[config.mk]
export PLATFORM = sky130hd
export DESIGN_NAME = amux_sequencer
export DESIGN_NICKNAME = d
export VERILOG_FILES = /design/src/rtl/amux_pkg.sv /design/src/rtl/amux_sequencer.sv
export SDC_FILE = /design/constraint.sdc
export NUM_CORES = 1
export LEC_CHECK = 0
export ABC_AREA = 0
export BUFFER_PORTS_ARGS = -buffer_cell sky130_fd_sc_hd__buf_4
export CORE_MARGIN = 10
export CORE_UTILIZATION = 53
export CTS_BUF_LIST = sky130_fd_sc_hd__clkbuf_2
export CTS_CLUSTER_SIZE = 10
export DETAILED_ROUTE_END_ITERATION = 10
export PLACE_DENSITY = 0.79
export SLEW_MARGIN = 20
export SYNTH_ARGS = -nofsm -noshare
export SYNTH_HDL_FRONTEND = slang
export SYNTH_SLANG_ARGS = --single-unit
export TNS_END_PERCENT = 1
[constraint.sdc]
create_clock -name clk_i -period 2.5 [get_ports clk_i]
set_clock_uncertainty 0.2 [all_clocks]
set_input_delay 0.25 -clock clk_i [delete_from_list [all_inputs] [get_ports clk_i]]
set_output_delay 0.25 -clock clk_i [all_outputs]
set_load 0.05 [all_outputs]
[src/rtl/amux_pkg.sv]
// Shared constants for the analog multiplexer block.
package amux_pkg;
   localparam int unsigned AmuxSelWidth = 5;
endpackage

[src/rtl/amux_sequencer.sv]
// aMUX scan controller: walks an enabled slot list, settles, runs the converter
// req/ack handshake and returns slot-tagged results.
module amux_sequencer #(
   parameter int unsigned NumSlots    = 8,
   parameter int unsigned SelWidth    = amux_pkg::AmuxSelWidth,
   parameter int unsigned SettleWidth = 16,
   parameter int unsigned DataWidth   = 12
) (
   input  logic                          clk_i,
   input  logic                          rst_ni,
   input  logic                          start_i,
   input  logic                          continuous_i,
   input  logic                          stop_i,
   input  logic [NumSlots*SelWidth-1:0]  slot_sel_i,
   input  logic [NumSlots-1:0]           slot_en_i,
   input  logic [SettleWidth-1:0]        settle_cycles_i,
   output logic [SelWidth-1:0]           sel_o,
   output logic                          conv_req_o,
   input  logic                          conv_ack_i,
   input  logic [DataWidth-1:0]          conv_data_i,
   output logic                          sample_valid_o,
   output logic [$clog2(NumSlots)-1:0]   sample_slot_o,
   output logic [DataWidth-1:0]          sample_data_o,
   output logic                          sweep_done_o,
   output logic                          busy_o
);

   localparam int unsigned SlotWidth = $clog2(NumSlots);

   typedef enum logic [1:0] {IDLE, SETTLE, CONVERT} state_e;

   state_e                         state_q, state_d;
   logic [NumSlots*SelWidth-1:0]   snap_sel_q, snap_sel_d;
   logic [NumSlots-1:0]            snap_en_q, snap_en_d;
   logic [SettleWidth-1:0]         snap_settle_q, snap_settle_d;
   logic                           snap_cont_q, snap_cont_d;
   logic [SlotWidth-1:0]           cur_q, cur_d;
   logic [SettleWidth-1:0]         cnt_q, cnt_d;
   logic                           stop_q, stop_d;
   logic [SelWidth-1:0]            sel_d;
   logic                           sample_valid_d, sweep_done_d;
   logic [SlotWidth-1:0]           sample_slot_d;
   logic [DataWidth-1:0]           sample_data_d;

   logic                           first_found, next_found;
   logic [SlotWidth-1:0]           first_idx, next_idx;
   logic [SelWidth-1:0]            first_code, next_code;

   // Counter preload so that conv_req rises N cycles after the sel_o change;
   // after an ack at least one request-low cycle is always inserted.
   function automatic logic [SettleWidth-1:0] reload(input logic [SettleWidth-1:0] n);
      return (n == '0) ? '0 : n - SettleWidth'(1);
   endfunction

   // Downward scan so the lowest matching index wins.
   always_comb begin
      first_found = 1'b0;
      first_idx   = '0;
      first_code  = '0;
      next_found  = 1'b0;
      next_idx    = '0;
      next_code   = '0;
      for (int unsigned k = NumSlots; k > 0; k--) begin
         if (slot_en_i[k-1]) begin
            first_found = 1'b1;
            first_idx   = SlotWidth'(k - 1);
            first_code  = slot_sel_i[(k-1)*SelWidth +: SelWidth];
         end
         if (snap_en_q[k-1] && (SlotWidth'(k - 1) > cur_q)) begin
            next_found = 1'b1;
            next_idx   = SlotWidth'(k - 1);
            next_code  = snap_sel_q[(k-1)*SelWidth +: SelWidth];
         end
      end
   end

   always_comb begin
      state_d        = state_q;
      snap_sel_d     = snap_sel_q;
      snap_en_d      = snap_en_q;
      snap_settle_d  = snap_settle_q;
      snap_cont_d    = snap_cont_q;
      cur_d          = cur_q;
      cnt_d          = cnt_q;
      sel_d          = sel_o;
      sample_valid_d = 1'b0;
      sample_slot_d  = sample_slot_o;
      sample_data_d  = sample_data_o;
      sweep_done_d   = 1'b0;

      unique case (state_q)
         IDLE: begin
            if (start_i) begin
               snap_sel_d    = slot_sel_i;
               snap_en_d     = slot_en_i;
               snap_settle_d = settle_cycles_i;
               snap_cont_d   = continuous_i;
               if (first_found) begin
                  cur_d   = first_idx;
                  sel_d   = first_code;
                  cnt_d   = reload(settle_cycles_i);
                  state_d = (settle_cycles_i == '0) ? CONVERT : SETTLE;
               end else begin
                  sweep_done_d = 1'b1;
               end
            end
         end
         SETTLE: begin
            if (cnt_q == '0) state_d = CONVERT;
            else             cnt_d   = cnt_q - SettleWidth'(1);
         end
         CONVERT: begin
            if (conv_ack_i) begin
               sample_valid_d = 1'b1;
               sample_slot_d  = cur_q;
               sample_data_d  = conv_data_i;
               if (next_found) begin
                  cur_d   = next_idx;
                  sel_d   = next_code;
                  cnt_d   = reload(snap_settle_q);
                  state_d = SETTLE;
               end else begin
                  sweep_done_d = 1'b1;
                  if (snap_cont_q && !(stop_q || stop_i) && first_found) begin
                     snap_sel_d    = slot_sel_i;
                     snap_en_d     = slot_en_i;
                     snap_settle_d = settle_cycles_i;
                     snap_cont_d   = continuous_i;
                     cur_d         = first_idx;
                     sel_d         = first_code;
                     cnt_d         = reload(settle_cycles_i);
                     state_d       = SETTLE;
                  end else begin
                     state_d = IDLE;
                  end
               end
            end
         end
         default: state_d = IDLE;
      endcase

      stop_d = stop_q | (stop_i && (state_q != IDLE));
      if (state_d == IDLE) stop_d = 1'b0;
   end

   always_ff @(posedge clk_i or negedge rst_ni) begin
      if (!rst_ni) begin
         state_q        <= IDLE;
         snap_sel_q     <= '0;
         snap_en_q      <= '0;
         snap_settle_q  <= '0;
         snap_cont_q    <= 1'b0;
         cur_q          <= '0;
         cnt_q          <= '0;
         stop_q         <= 1'b0;
         sel_o          <= '0;
         conv_req_o     <= 1'b0;
         sample_valid_o <= 1'b0;
         sample_slot_o  <= '0;
         sample_data_o  <= '0;
         sweep_done_o   <= 1'b0;
         busy_o         <= 1'b0;
      end else begin
         state_q        <= state_d;
         snap_sel_q     <= snap_sel_d;
         snap_en_q      <= snap_en_d;
         snap_settle_q  <= snap_settle_d;
         snap_cont_q    <= snap_cont_d;
         cur_q          <= cur_d;
         cnt_q          <= cnt_d;
         stop_q         <= stop_d;
         sel_o          <= sel_d;
         conv_req_o     <= (state_d == CONVERT);
         sample_valid_o <= sample_valid_d;
         sample_slot_o  <= sample_slot_d;
         sample_data_o  <= sample_data_d;
         sweep_done_o   <= sweep_done_d;
         busy_o         <= (state_d != IDLE);
      end
   end

endmodule

# == Word-level counts from Yosys, hierarchy flattened ==
# Index checks and enable logic that the tools add are counted.
# word_totals
regBits,111
inputBits,82
output_inout_bits,24
wordCells,168
# op_classes
addsub,3
magnitude_cmp,8
eq_ne,10
muxes,105
bitwise,1
n_reduce_logical,26
# ops
cell,n
$mux W16,12
$mux W40,4
$mux W5,21
$pmux W40 S2,1
$mux W3,21
$logic_not A16 Y1,3
$pmux W16 S3,1
$sub A16 B1 Y16 const B,3
$mux W8,4
$pmux W16 S2,1
$mux W1,29
$pmux W8 S2,1
$gt A3 B3 Y1 const A,4
$ne A2 B2 Y1 const B,6
$logic_and A1 B1 Y1,11
$mux W2,5
$pmux W5 S2,1
$reduce_and A5 Y1,2
$gt A1 B3 Y1 const A,2
$gt A2 B3 Y1 const A,2
$pmux W2 S3,1
$pmux W3 S2,1
$reduce_and A6 Y1,1
$reduce_bool A2 Y1,3
other kinds (10),13

# == Depth between registers and ports, before layout ==
# depth
ltp_word,15
depth_mapped,9
ltp_nobuf,8

# == Worst setup path before layout ==
# OpenSTA, ideal clock, no wires.
# synth_timing
path_type,register to register
start,register snap_settle_q[0]
end,register cnt_q[10]
setup_time_ps,137
t_arrival_ps,2251
t_required_ps,2163
slack_ps,-88
stages_incl_launch_ff,10
path_buffers,1
period_less_slack_ps,2588
cell_sequence,dfrtp_1 > inv_1 > ha_1 > nor4b_2 > nand2b_1 > or4_1 > buf_2 > a32o_1 > a22oi_1 > a21oi_1
# synth_via
elab_chain_cells,5
word_cells_on_any_way,6
cone_classes,add/sub: 1; mux: 4; reduce/logical: 1
# synth_rtl
item,line,rtl
"start, declared",amux_sequencer.sv:35,"logic [SettleWidth-1:0] snap_settle_q, snap_settle_d;"
"start signal, assigned",amux_sequencer.sv:167,snap_settle_q <= snap_settle_d;
$sub A16 B1 Y16 or $logic_not A16 Y1 (tied branches),amux_sequencer.sv:52,return (n == '0) ? '0 : n - SettleWidth'(1);
$mux W16 *,amux_sequencer.sv:52,
$mux W16 *,amux_sequencer.sv:117,if (next_found) begin
$mux W16 *,amux_sequencer.sv:113,if (conv_ack_i) begin
$pmux W16 S3 *,amux_sequencer.sv:91,unique case (state_q)
"end signal, assigned",amux_sequencer.sv:170,cnt_q <= cnt_d;
"end, declared",amux_sequencer.sv:38,"logic [SettleWidth-1:0] cnt_q, cnt_d;"
# Every way passes the cells marked *; elsewhere a longest branch is shown, timed or not. The select of a mux whose other input is x is not followed.
# A chain may end at the register's enable or synchronous reset.

# == Worst setup path after layout ==
# layout_timing
start,register cur_q[1]
end,register snap_sel_q[28]
# layout_via
elab_chain_cells,12
word_cells_on_any_way,26
cone_classes,order compare: 8; eq/ne: 1; mux: 8; reduce/logical: 9
# layout_rtl
item,line,rtl
"start, declared",amux_sequencer.sv:37,"logic [SlotWidth-1:0] cur_q, cur_d;"
"start signal, assigned",amux_sequencer.sv:169,cur_q <= cur_d;
$gt A3 B3 Y1,amux_sequencer.sv:69,if (snap_en_q[k-1] && (SlotWidth'(k - 1) > cur_q)) begin
$logic_and A1 B1 Y1,amux_sequencer.sv:69,
$mux W1 (7 in a row),amux_sequencer.sv:69,
$mux W1 *,amux_sequencer.sv:69,
$ne A2 B2 Y1 (no line) *,-,
$reduce_and A5 Y1 (no line) *,-,
"end signal, assigned",amux_sequencer.sv:165,snap_sel_q <= snap_sel_d;
"end, declared",amux_sequencer.sv:33,"logic [NumSlots*SelWidth-1:0] snap_sel_q, snap_sel_d;"
# Every way passes the cells marked *; elsewhere a longest branch is shown, timed or not.

==> impl_results.md <==
* Detail Route Antenna Nets at 0
* Port bufs at 105
* WP data required at 2850 ps
* First-pass GRT wire length at 34500 um
* I/O pin cnt at 106
* Synth Instances at 603
* Total GRT Usage at 26.4%
* Crit Reg-Reg Endpoint: snap_sel_q[28]
* Number of DRC markers in iteration 0 at 791
* Share of cells above drive strength 1 at 41.3%
* Post-synth EDFFs at 0
* RSZ-0062 raised after global routing: true
* Cell area after synthesis at 6250 um2
* Minimum clock period at 2520 ps
* GPL Wtd Cong at 0.935
* WL/cell at 22.0 um
* Final worst setup slack at -18.3 ps
* Worst IR drop on VDD at 1.12 mV
* Critical path's largest stage delay at 510 ps
* Reg-to-Reg Start: cur_q[1]
* Leak pwr at 4.08 nW
* Area of the core at 11500 um2
* Worst slew margin at 65.1%
* Critical-path top delay cell: dfrtp_2
* Buf/Inv on CP at 3
* R2r setup slk at -20 ps
* Fraction of registers with async set or reset after synthesis at 100%
* Instance count on the critical path at 9
* Die Y-Extent at 129 um
* Nets at 974
* Yosys warns at 0
* CP startpoint kind: register
* Crit share post-route at 101%
* Die Wd at 129 um
* Hold endpoint: sample_data_o[5]
* CP Max Fanout at 25
* HPWL Detailed at 15400 um
* Worst EP arrival at 2870 ps
* Final Hold Viols at 0
* Synthesized flop and latch total at 105
* Reg2reg path depth at 9
* Initial Utilization at 54.5%
* Clock transition at path regs at 290 ps
* Min-delay src: conv_data_i[5]
* Via count at 6330
* Syn Area/Cell at 10.4 um2
* Root buffer cell: clkbuf_2
* DRC viols at 0
* Number of global-route vias before repair at 6469
* Pins Over Slew Limit at 0
* Status: finished with violations
* Post-synthesis sequential area ratio at 42.1%
* Hold Path Depth at 3
* Pwr dens at 1030 nW/um2
* Final setup violation count at 29
* FMAX at 397 MHz
* Fin util at 81.4%
* Most frequent cells in the layout: buf_4 (198), dfrtp_1 (101), dlygate4sd3_1 (85)
* Min-delay worst type: in2reg
* Failing checks: negative setup slack
* Kind of end point of the critical path: register
* Yosys cell types at 71
* Worst-margin pin slew at 523 ps
* Clk sinks at 105
* Vias per inst at 6.12
* CTS Buf Count at 9
* Final WL at 22800 um
* WS Path Type: reg2reg
* Grt total ovfl at 0
* Synth Flop Type: dfrtp_1
* CTS tree: built
* Max_cap viols at 0
* Crit-path cells: buf_6 -> a2bb2oi_4 -> nor4_4 -> buf_4 -> nand3_1 -> nand2_2 -> nand3_4 -> buf_12 -> mux2_2
* Tot Pwr at 9.64 mW
* Worst-Skew Late Latency at 640 ps
* Die ar. at 16500 um2
* Floorplan row count at 39
* Largest net degree at the start of global routing at 39
* Initial antenna violation count at 3
* H-tree Lvls at 3
* Area Overhead vs Synth at 49.4%
* Largest delay share family, worst path: simple AND/OR/NAND/NOR gates
* Commonest non-fill, non-tap cell in the layout: buf_4
* First-pass detailed-route iteration total at 6
* Clock Tree Buf Depth at 2
* Syn Nets at 693
-- routing by layer --
metal	part of all wire (%)	up-vias	global-route usage [%]	routed length [um]
met5	0	-	0	0
met4	5.3	0	13.0	1210
met3	6.8	93	6.16	1550
met2	51	337	45.6	11500
met1	37	3035	30.0	8510
li1	-	2865	-	-
-- cells by family (layout without fill, tap and decap cells) --
kind of cell               count (synthesis)  count (layout)  synth area share (%)
xor gates and xnor gates                  34              34                  4.77
AOI/OAI and AO/OA                        152             152                  18.2
other                                      0               3                     0
adders and majority gates                  8               8                  1.60
and+or+nand+nor                          172             172                  15.6
buffers and inverters                     54             339                  3.69
muxes                                     78              78                  14.0
DFF                                      105             105                  42.1
-- cells in the mapped netlist (7+ instances only) --
cell type  number  share of area, %
nor2b_1         9              0.90
inv_1          24               1.4
nand4_1         9              0.90
nor3_1         17               1.4
nor4_1         13               1.3
o221ai_1        9               1.3
nand2b_1        8              0.80
a22oi_1        10               1.2
ha_1            8               1.6
mux2_2         76                14
xor2_1         10               1.4
nand2_1        26               1.6
o21ai_0        24               1.9
a221oi_1       13               1.8
nand3_1        14               1.1
a211oi_1        9               1.1
clkbuf_1       17               1.0
dfrtp_1       105                42
xnor2_1        24               3.4
buf_2           7              0.56
a21oi_1        23               1.8
nor2_1         39               2.3
-- worst register-to-register path, cell delays in order (launching register included) --
cell       delay (ps)
dfrtp_2           510
buf_6             150
a2bb2oi_4          70
nor4_4            360
buf_4             210
nand3_1           160
nand2_2           140
nand3_4           130
buf_12            210
mux2_2            290
-- metrics by stage --
step	cells	setup slack [ps]	setup TNS, ps	instance area, um2	hold WS [ps]
final	1034	-18.3	-191	9340	169
after global placement	919	-54.2	-132	7910	70.2
after global routing	1034	-88.6	-3460	9340	111
after CTS	1019	5.59	0	8960	15.1
after floorplan	603	13.7	0	6260	-246
after detailed placement	919	-117	-1060	7910	78.7
-- what timing repair did --
action	in CTS	in global routing
resized for setup	6	56
endpoints found under the hold margin	205	1
pin swaps	0	20
setup buffers	0	6
setup endpoints to repair	9	85
gates cloned	0	5
hold buffers	85	1
-- worst max path at each step --
stage	from	endpoint	slack [ps]
5_1_grt	state_q[0]	snap_sel_q[23]	-90
4_1_cts	snap_settle_q[1]	cnt_q[12]	6
2_1_floorplan	snap_settle_q[1]	cnt_q[10]	10
3_3_place_gp	settle_cycles_i[0]	stop_q	-50
3_5_place_dp	settle_cycles_i[0]	busy_o	-120
6_report	cur_q[1]	snap_sel_q[28]	-20
-- power breakdown --
group          total (mW)  switching [mW]  internal [mW]
clock network        1.02           0.584          0.431
logic                5.51            2.78           2.73
registers            3.11           0.682           2.43
-- sequential cells by signal (all words and copies together), names as in the netlist --
name / flops
busy_o: 1
cnt_q: 16
conv_req_o: 1
cur_q: 3
sample_data_o: 12
sample_slot_o: 3
sample_valid_o: 1
sel_o: 5
snap_cont_q: 1
snap_en_q: 7
snap_sel_q: 35
snap_settle_q: 16
state_q: 2
stop_q: 1
sweep_done_o: 1
-- layout make-up --
| type | instances | area (um2) |
|---|---|---|
| clock inverter | 6 | 113 |
| inverter | 24 | 90.1 |
| tap | 143 | 179 |
| timing repair buffer | 300 | 2630 |
| fill | 648 | 2130 |
| multi-input combinational | 444 | 3630 |
| antenna | 3 | 7.51 |
| sequential | 105 | 2630 |
| clock buffer | 9 | 45.0 |
Power figures use the tool's default switching activity.
